[src/rtl/pixel_vector_loader_pkg.sv]
// Shared types for the pixel vector loader: FSM state encoding and stall counter width.
package vload_pkg;

    typedef enum logic [1:0] {
        IDLE  = 2'd0,
        FETCH = 2'd1,
        HOLD  = 2'd2,
        DONE  = 2'd3
    } vload_state_t;

    localparam int STALL_CNT_W = 16;

endpackage

[src/rtl/pixel_vector_loader_if.sv]
// Valid/ready vector stream from the loader to the vector register file load path.
interface pixel_vector_loader_if #(
    parameter int WIDTH = 24,
    parameter int LANES = 4
);
    logic [LANES*WIDTH-1:0] vec_data;
    logic [LANES-1:0]       vec_mask;
    logic                   vec_valid;
    logic                   vec_ready;

    modport master (
        output vec_data,
        output vec_mask,
        output vec_valid,
        input  vec_ready
    );

    modport slave (
        input  vec_data,
        input  vec_mask,
        input  vec_valid,
        output vec_ready
    );
endinterface

[src/rtl/pixel_vector_loader_addr_gen.sv]
// ROM address walker: latches base/count, wraps at DEPTH-1, tracks pixels still to fetch.
module vload_addr_gen #(
    parameter int WIDTH = 24,
    parameter int DEPTH = 24
) (
    input  logic             clk,
    input  logic             rst,
    input  logic             load,
    input  logic             step,
    input  logic [WIDTH-1:0] base_addr,
    input  logic [WIDTH-1:0] count,
    output logic [WIDTH-1:0] addr,
    output logic [WIDTH-1:0] remaining,
    output logic             last,
    output logic             empty
);
    logic [WIDTH-1:0] addr_reg;
    logic [WIDTH-1:0] rem_reg;
    logic [WIDTH-1:0] addr_next;

    always_comb begin
        addr_next = addr_reg + WIDTH'(1);
        if (addr_reg == WIDTH'(DEPTH - 1)) begin
            addr_next = '0;
        end
    end

    always_ff @(posedge clk) begin
        if (rst) begin
            addr_reg <= '0;
            rem_reg  <= '0;
        end else if (load) begin
            // Out-of-range base addresses restart the sweep at word 0.
            addr_reg <= (base_addr >= WIDTH'(DEPTH)) ? '0 : base_addr;
            rem_reg  <= count;
        end else if (step) begin
            addr_reg <= addr_next;
            rem_reg  <= rem_reg - WIDTH'(1);
        end
    end

    assign addr      = addr_reg;
    assign remaining = rem_reg;
    assign last      = (rem_reg == WIDTH'(1));
    assign empty     = (rem_reg == '0);
endmodule

[src/rtl/pixel_vector_loader.sv]
// Sweeps a ROM window and packs pixels into LANES-wide vectors on a valid/ready stream.
// Optional VLOAD_STALL_CNT_EN adds a saturating count of back-pressured HOLD cycles.
module pixel_vector_loader
    import vload_pkg::*;
#(
    parameter int WIDTH = 24,
    parameter int DEPTH = 24,
    parameter int LANES = 4
) (
    input  logic                      clk,
    input  logic                      rst,
    input  logic                      start,
    input  logic [WIDTH-1:0]          base_addr,
    input  logic [WIDTH-1:0]          count,
    output logic [WIDTH-1:0]          mem_addr,
    input  logic [WIDTH-1:0]          mem_rd,
    pixel_vector_loader_if.master     vec,
    output logic                      busy,
    output logic                      done
`ifdef VLOAD_STALL_CNT_EN
    ,
    output logic [STALL_CNT_W-1:0]    stall_cnt
`endif
);
    localparam int IDX_W = $clog2(LANES + 1);

    vload_state_t      state_reg;
    logic [IDX_W-1:0]  idx_reg;
    logic [WIDTH-1:0]  lane_reg [LANES];
    logic [LANES-1:0]  mask_reg;
    logic              valid_reg;
    logic              busy_reg;
    logic              done_reg;

    logic              start_acc;
    logic              fetch_step;
    logic              handshake;
    logic              addr_last;
    logic              addr_empty;
    logic [WIDTH-1:0]  remaining;
    logic [LANES*WIDTH-1:0] vec_data_w;

    assign start_acc  = (state_reg == IDLE) && start;
    assign fetch_step = (state_reg == FETCH);
    assign handshake  = (state_reg == HOLD) && valid_reg && vec.vec_ready;

    vload_addr_gen #(
        .WIDTH (WIDTH),
        .DEPTH (DEPTH)
    ) u_addr_gen (
        .clk       (clk),
        .rst       (rst),
        .load      (start_acc),
        .step      (fetch_step),
        .base_addr (base_addr),
        .count     (count),
        .addr      (mem_addr),
        .remaining (remaining),
        .last      (addr_last),
        .empty     (addr_empty)
    );

    // Lane buffer: filled one lane per FETCH cycle, wiped by reset or an accepted vector
    // so a short final vector carries zeros in its unused lanes.
    always_ff @(posedge clk) begin
        if (rst || handshake) begin
            for (int i = 0; i < LANES; i++) begin
                lane_reg[i] <= '0;
            end
            mask_reg <= '0;
        end else if (fetch_step) begin
            for (int i = 0; i < LANES; i++) begin
                if (idx_reg == IDX_W'(i)) begin
                    lane_reg[i] <= mem_rd;
                    mask_reg[i] <= 1'b1;
                end
            end
        end
    end

    always_ff @(posedge clk) begin
        if (rst) begin
            state_reg <= IDLE;
            idx_reg   <= '0;
            valid_reg <= 1'b0;
            busy_reg  <= 1'b0;
            done_reg  <= 1'b0;
        end else begin
            case (state_reg)
                IDLE: begin
                    done_reg <= 1'b0;
                    if (start) begin
                        idx_reg  <= '0;
                        busy_reg <= 1'b1;
                        if (count == '0) begin
                            state_reg <= DONE;
                            done_reg  <= 1'b1;
                        end else begin
                            state_reg <= FETCH;
                        end
                    end
                end
                FETCH: begin
                    idx_reg <= idx_reg + IDX_W'(1);
                    if (idx_reg == IDX_W'(LANES - 1) || addr_last) begin
                        state_reg <= HOLD;
                        valid_reg <= 1'b1;
                    end
                end
                HOLD: begin
                    if (vec.vec_ready) begin
                        valid_reg <= 1'b0;
                        idx_reg   <= '0;
                        if (addr_empty) begin
                            state_reg <= DONE;
                            done_reg  <= 1'b1;
                        end else begin
                            state_reg <= FETCH;
                        end
                    end
                end
                DONE: begin
                    done_reg  <= 1'b0;
                    busy_reg  <= 1'b0;
                    state_reg <= IDLE;
                end
                default: begin
                    state_reg <= IDLE;
                end
            endcase
        end
    end

    generate
        for (genvar gi = 0; gi < LANES; gi++) begin : g_lane_out
            assign vec_data_w[gi*WIDTH +: WIDTH] = lane_reg[gi];
        end
    endgenerate

    assign vec.vec_data  = vec_data_w;
    assign vec.vec_mask  = mask_reg;
    assign vec.vec_valid = valid_reg;
    assign busy          = busy_reg;
    assign done          = done_reg;

`ifdef VLOAD_STALL_CNT_EN
    logic [STALL_CNT_W-1:0] stall_cnt_reg;

    always_ff @(posedge clk) begin
        if (rst || start_acc) begin
            stall_cnt_reg <= '0;
        end else if (state_reg == HOLD && !vec.vec_ready && stall_cnt_reg != '1) begin
            stall_cnt_reg <= stall_cnt_reg + STALL_CNT_W'(1);
        end
    end

    assign stall_cnt = stall_cnt_reg;
`endif

    logic unused_ok;
    assign unused_ok = ^remaining;
endmodule

[src/flat_wrapper.sv]
// flat-port wrapper written by rule: the top's interface ports become plain ports
module pixel_vector_loader_flat import vload_pkg::*;
#(
    parameter int WIDTH = 24,
    parameter int DEPTH = 24,
    parameter int LANES = 4
)
  (clk, rst, start, base_addr, count, mem_addr, mem_rd, busy, done, vec_vec_data, vec_vec_mask, vec_vec_valid, vec_vec_ready);
  pixel_vector_loader_if #(.WIDTH(WIDTH), .LANES(LANES)) vec_i ();
  input  logic clk;
  input  logic rst;
  input  logic start;
  input  logic [WIDTH-1:0] base_addr;
  input  logic [WIDTH-1:0] count;
  output logic [WIDTH-1:0] mem_addr;
  input  logic [WIDTH-1:0] mem_rd;
  output logic busy;
  output logic done;
  output wire logic [$bits(vec_i.vec_data)-1:0] vec_vec_data;
  output wire logic [$bits(vec_i.vec_mask)-1:0] vec_vec_mask;
  output wire logic [$bits(vec_i.vec_valid)-1:0] vec_vec_valid;
  input wire logic [$bits(vec_i.vec_ready)-1:0] vec_vec_ready;
  assign vec_vec_data = vec_i.vec_data;
  assign vec_vec_mask = vec_i.vec_mask;
  assign vec_vec_valid = vec_i.vec_valid;
  assign vec_i.vec_ready = vec_vec_ready;
  pixel_vector_loader #(.WIDTH(WIDTH), .DEPTH(DEPTH), .LANES(LANES)) u_core (.clk(clk), .rst(rst), .start(start), .base_addr(base_addr), .count(count), .mem_addr(mem_addr), .mem_rd(mem_rd), .vec(vec_i), .busy(busy), .done(done));
endmodule
[config.mk]
export PLATFORM = sky130hd
export DESIGN_NAME = pixel_vector_loader_flat
export DESIGN_NICKNAME = d
export VERILOG_FILES = /design/src/rtl/pixel_vector_loader_pkg.sv /design/src/rtl/pixel_vector_loader_if.sv /design/src/rtl/pixel_vector_loader_addr_gen.sv /design/src/rtl/pixel_vector_loader.sv /design/src/flat_wrapper.sv
export SDC_FILE = /design/constraint.sdc
export NUM_CORES = 1
export LEC_CHECK = 0
export ABC_CLOCK_PERIOD_IN_PS = 5700
export BUFFER_PORTS_ARGS = -buffer_cell sky130_fd_sc_hd__buf_2
export CAP_MARGIN = 0
export CORE_UTILIZATION = 45
export CTS_BUF_LIST = sky130_fd_sc_hd__clkbuf_8 sky130_fd_sc_hd__clkbuf_16
export CTS_CLUSTER_DIAMETER = 50
export DETAILED_ROUTE_END_ITERATION = 8
export MAX_ROUTING_LAYER = met4
export PLACE_DENSITY = 0.67
export SETUP_SLACK_MARGIN = 0.02
export SYNTH_ARGS = -nofsm -noshare
export SYNTH_HDL_FRONTEND = slang
export SYNTH_HIERARCHICAL = 1
export SYNTH_SLANG_ARGS = --single-unit
[constraint.sdc]
create_clock -name clk -period 5.7 [get_ports clk]
set_input_delay 0.285 -clock clk [delete_from_list [all_inputs] [get_ports clk]]
set_output_delay 0.285 -clock clk [all_outputs]
set_load 0.01 [all_outputs]
# --- Word level (Yosys, flattened, before mapping) ---
# Memories as Yosys holds them, arrays and structs flattened.
# Cells that the tools add are included.
op_classes:
  muxes: 47
  n_bitwise: 4
  n_reduce_logical: 23
  add_sub_neg: 3
  eq_ne: 12
  order_cmp: 1
op_table:
  columns: ["cell", "count"]
  rows:
  - ["24-bit two-way mux", 10]
  - ["24-bit zero test", 2]
  - ["1-bit two-way mux", 25]
  - ["24-bit by 1-bit adder with 24-bit output, second input constant", 1]
  - ["24-bit by 1-bit equality test with 1-bit output, second input constant", 1]
  - ["24-bit by 5-bit equality test with 1-bit output, second input constant", 1]
  - ["24-bit by 5-bit >= comparator with 1-bit output, second input constant", 1]
  - ["24-bit by 1-bit subtractor with 24-bit output, second input constant", 1]
  - ["3-bit AND reduction", 4]
  - ["2-bit two-way mux", 5]
  - ["2-bit AND reduction", 5]
  - ["3-bit case mux with 3 select lines", 1]
  - ["2-bit case mux with 4 select lines", 1]
  - ["3-bit by 2-bit equality test with 1-bit output, second input constant", 2]
  - ["3-bit two-way mux", 2]
  - ["2-bit inequality test, second input constant", 3]
  - ["2-bit nonzero test", 3]
  - ["3-bit nonzero test", 2]
  - ["2-bit equality test, second input constant", 2]
  - ["1-bit bitwise OR", 4]
  - ["1-bit case mux with 2 select lines", 2]
  - ["3-bit by 1-bit adder with 3-bit output, second input constant", 1]
  - ["3-bit by 1-bit equality test with 1-bit output, second input constant", 1]
  - ["1-bit logical AND", 3]
  - ["other kinds (6)", 7]
totals:
  n_memories: 1
  elab_cells: 102
  mem_bits_rw: 96
  out_inout_bits: 127
  register_bits: 60
  inputBits: 76
memory_table:
  columns: ["memory", "depth", "word_bits", "read_ports", "rd_ports_with_merged_regs", "wr", "line_no", "text"]
  rows:
  - ["u_core.lane_reg", 4, 24, 4, 0, 4, "pixel_vector_loader.sv:29", "logic [WIDTH-1:0] lane_reg [LANES];"]

# --- Depth between registers and ports, before layout ---
depth:
  ltp_word: 7
  depth_mapped: 10
  depth_no_buf: 9

# --- Hierarchy ---
# The synthesis kept the hierarchy.
by_module_without_submodules:
  columns: ["module", "seq_area_each_um2", "cells_each", "instances", "area_per_inst_um2"]
  rows:
  - ["pixel_vector_loader", 3123.0, 286, 1, 4302.9]
  - ["vload_addr_gen", 960.9, 354, 1, 2856.5]

# --- Least setup slack after synthesis ---
# No wires, ideal clock.
synth_timing:
  path_type: "register -> register"
  from: "register u_core.u_addr_gen.rem_reg[4], in the netlist u_core/u_addr_gen/remaining[4]"
  to: "register u_core.done_reg, in the netlist u_core/done"
  t_arrival_ns: 2.650
  setup_ns: 0.103
  path_buffers: 1
  synth_period_minus_slack_ns: 2.754
  t_required_ns: 5.597
  path_stages_with_launch: 10
  path_slack_ns: 2.946
  cell_sequence: "dfxtp_1 or4_4 buf_6 or4_4 or4_1 nor3_1 and2_1 a21oi_1 o21a_1 a2111oi_2"
synth_between:
  elab_chain_len: 3
synth_lines:
  columns: ["item", "line_no", "text"]
  rows:
  - ["start: declaration", "pixel_vector_loader_addr_gen.sv:18", "logic [WIDTH-1:0] rem_reg;"]
  - ["start signal: assignment", "pixel_vector_loader_addr_gen.sv:35", "rem_reg <= count;"]
  - ["start signal: assignment", "pixel_vector_loader_addr_gen.sv:38", "rem_reg <= rem_reg - WIDTH'(1);"]
  - ["24-bit zero test", "pixel_vector_loader_addr_gen.sv:45", "assign empty = (rem_reg == '0);"]
  - ["via u_core.addr_empty", "pixel_vector_loader.sv:39", "logic addr_empty;"]
  - ["2-bit by 1-bit inequality test with 1-bit output (no source line)", null, null]
  - ["3-bit AND reduction (no source line)", null, null]
  - ["end signal: assignment", "pixel_vector_loader.sv:87", "done_reg <= 1'b0;"]
  - ["end signal: assignment", "pixel_vector_loader.sv:91", "done_reg <= 1'b0;"]
  - ["end signal: assignment", "pixel_vector_loader.sv:97", "done_reg <= 1'b1;"]
  - ["end: declaration", "pixel_vector_loader.sv:33", "logic done_reg;"]
# The timed path passes the listed nets, and every way through them passes these cells.
# A chain may end at the register's enable or synchronous reset.

# --- Worst setup path after layout ---
layout_timing:
  from: "register u_core.u_addr_gen.rem_reg[8], in the netlist u_core/u_addr_gen/remaining[8]"
  to: "register u_core.done_reg, in the netlist u_core/done"
# Same word-level chain as after synthesis.

==> run summary <==
# nets final: 923
DR pass1 iterations: 5
antenna fix cells: 0
reg-to-reg critical path startpoint: u_core/u_addr_gen/remaining[8]
routed vias/inst: 5.356
layout cells sized above 1: 31.14%
status: complete, no violations
grt ovf: 0
CP arrival: 3.21 ns
Mean Syn Cell Area: 11.19 µm²
maximum clock rate: 0.3449 GHz
Max FO, Critical Path: 5
Root Buffer: clkbuf_16
Bufs and invs on worst path: 0
CTS Buf Count: 17
worst vdd ir: 0.2075 mV
die height: 128.1 µm
Syn Nets: 725
initial antenna violation count: 0
Residual DRC: 0
post-synthesis sequential area ratio: 57.04%
CP required: 6.02 ns
final WL: 17620 µm
Cell Count, Final, Fillers Out: 1062
leakage power: 3.758 nW
Distinct cells, synth: 68
max_slew headroom: 32.19%
setup bufs post-CTS: 0
Synth Warn #: 6
IO buf count: 202
Die Wd: 128.1 µm
number of global-route vias before repair: 5396
clk_lat worst skew: 0.43 ns
antenna viol nets, final: 0
total core area: 0.01537 mm²
post-placement cell count: 1030
Hold Path Sink: u_core/u_addr_gen/remaining[8]
delay-heaviest family, CP: simple AND/OR/NAND/NOR gates
min cycle time layout: 2.899 ns
cells along the critical path: or4_1 > or4_4 > or4_1 > nor3_1 > and2_1 > a21oi_1 > o21a_1 > a2111oi_2
Async SR Flop Fraction: 0%
Worst R2R End: u_core/done
CTS tree: built
Setup TNS: 0 ns
detailed placement HPWL: 11950 µm
die area: 0.01642 mm²
max FFs per register: 96
Syn Inst Count: 640
Cell Area, Synth: 0.007159 mm²
clock slew seen by the registers of the worst setup and hold paths: 0.06 ns
period utilization: 50.86%
first-pass GRT wire length: 27460 µm
area grow syn2layout: 24.33%
HP Class: input pin to flop
# IOs: 203
# setup viols final: 0
Max stage delay on crit path: 0.58 ns
Worst Reg-to-Reg Cells: 8
Hold-fix buffers, CTS: 0
pin count of the biggest net entering global routing: 48
maxcap violations: 0
routed via count: 5688
Setup Skew: 0.01095 ns
Worst Tran Pin Value: 1.011 ns
DRC violation total after the first TritonRoute iteration: 453
crit end category: flop
Total Routing Usage GR: 22.53%
H-tree levels: 4
crit start category: flop
placement row count: 45
Reg2Reg Setup Slack: 2.80 ns
cell at the slowest stage of the critical path: or4_1
Initial Util: 46.58%
wire length per cell: 16.60 µm
most used cell, CP: or4_1
main flop type after synthesis: edfxtp_1
Seq cells post-synth: 156
largest buffer count on any clock path: 2
Final Hold Viols: 0
Post-synth EDFFs: 96
Final Total Pwr: 0.002872 W
CTS Sinks: 156
Pwr Density: 322.7 mW/mm²
critical path class: flop to flop
unrepaired setup endpoints after global routing: false
post-cts repair resize count: 0
RePlAce Congestion: 0.8586
WHS Path Cells: 3
min-delay src: count[8]
Slew Limit Fails: 0
[power by group]
group | internal [W] | switching, W
registers | 0.00128 | 0.0000498
logic | 0.000150 | 0.000222
clock network | 0.000699 | 0.000476
total | 0.00212 | 0.000748
[per-stage QoR]
| stage | util [%] | instance area, µm² | worst slack (ns) | hold WS [ns] |
|---|---|---|---|---|
| floorplan | - | 7159 | 2.946 | 0.4277 |
| global placement | 53.91 | 8287 | 2.907 | 0.4372 |
| detailed placement | 53.91 | 8287 | 2.843 | 0.4438 |
| global route | 57.91 | 8901 | 2.539 | 0.1287 |
| CTS | 57.91 | 8901 | 2.818 | 0.09141 |
| finish | 57.91 | 8901 | 2.801 | 0.1020 |
[worst max path at each step]
stage                     cells after the start  slack (ns)                            from             endpoint
after floorplan                               9        2.95  u_core/u_addr_gen/remaining[4]          u_core/done
after global placement                        9        2.91  u_core/u_addr_gen/remaining[4]  u_core/state_reg[1]
after detailed placement                      9        2.84  u_core/u_addr_gen/remaining[4]  u_core/state_reg[1]
after CTS                                     9        2.82  u_core/u_addr_gen/remaining[8]  u_core/state_reg[1]
after global routing                          9        2.54  u_core/u_addr_gen/remaining[8]  u_core/state_reg[1]
final                                         8        2.80  u_core/u_addr_gen/remaining[8]          u_core/done
[final cells by class]
cell class,instances,area (µm²)
clock inverters,15,188.9
repair buffers,209,1064
clock buffers,17,425.4
inverters,15,56.30
flip-flops and latches,156,4084
fillers,1313,6470
multi-input cells,439,2819
well taps,211,264.0
[synthesized netlist by cell type (4+ instances only)]
master	instances	area (µm²)
and2_1	103	644.4
edfxtp_1	96	2883
dfxtp_1	60	1201
nor2_1	45	168.9
nand2_1	34	127.6
a21oi_1	25	125.1
nor4_1	22	137.6
nand3_1	19	95.09
nor3_1	19	95.09
a211oi_1	18	135.1
xnor2_1	14	122.6
clkbuf_1	13	48.80
inv_1	13	48.80
o21ai_0	10	50.05
xor2_1	10	87.58
a21o_1	9	67.56
ha_1	9	112.6
nand4_1	9	56.30
buf_6	8	90.09
a31oi_1	7	43.79
or3_1	7	43.79
or4_1	7	52.55
a22oi_1	6	45.04
or2_2	5	31.28
and4_1	4	35.03
nand2b_1	4	25.02
[metal layers]
| layer | vias to the layer above | track usage, % | wire, µm |
|---|---|---|---|
| li1 | 2732 | - | - |
| met1 | 2649 | 26.66 | 7487 |
| met2 | 276 | 37.79 | 8534 |
| met3 | 31 | 4.508 | 1320 |
| met4 | 0 | 8.789 | 282 |
| met5 | - | - | 0 |
[layout by cell type, fill, tap and decap left out, types with 6 or more instances in the layout]
cell type / synthesis / routed
or4_1: 7 / 7
xor2_1: 10 / 10
a31oi_1: 7 / 7
clkbuf_16: 0 / 17
nand2_1: 34 / 34
a21o_1: 9 / 9
nand3_1: 19 / 19
buf_2: 3 / 202
buf_4: 3 / 7
nor3_1: 19 / 19
nor4_1: 22 / 22
inv_1: 13 / 14
o21ai_0: 10 / 10
a21oi_1: 25 / 25
edfxtp_1: 96 / 96
a22oi_1: 6 / 6
nand4_1: 9 / 9
and2_1: 103 / 103
a211oi_1: 18 / 18
nor2_1: 45 / 45
ha_1: 9 / 9
dfxtp_1: 60 / 60
or3_1: 7 / 7
xnor2_1: 14 / 14
[logic make-up (layout without fill, tap and decap cells)]
family | Yosys count | in the layout | synth area share [%]
flops | 156 | 156 | 57.04
mux | 3 | 3 | 0.4195
buf+inv | 45 | 256 | 3.653
fa+ha+maj | 9 | 9 | 1.573
compound gates | 98 | 98 | 9.455
xor+xnor | 24 | 24 | 2.936
simple gates | 305 | 305 | 24.92
[tightest hold or removal path, delay by kind of cell]
kind,cells,cell delay [ns]
buffers and inverters,1,0.08
muxes,1,0.05
and+or+nand+nor,1,0.07
No activity file was read; power rests on OpenSTA's default activity.
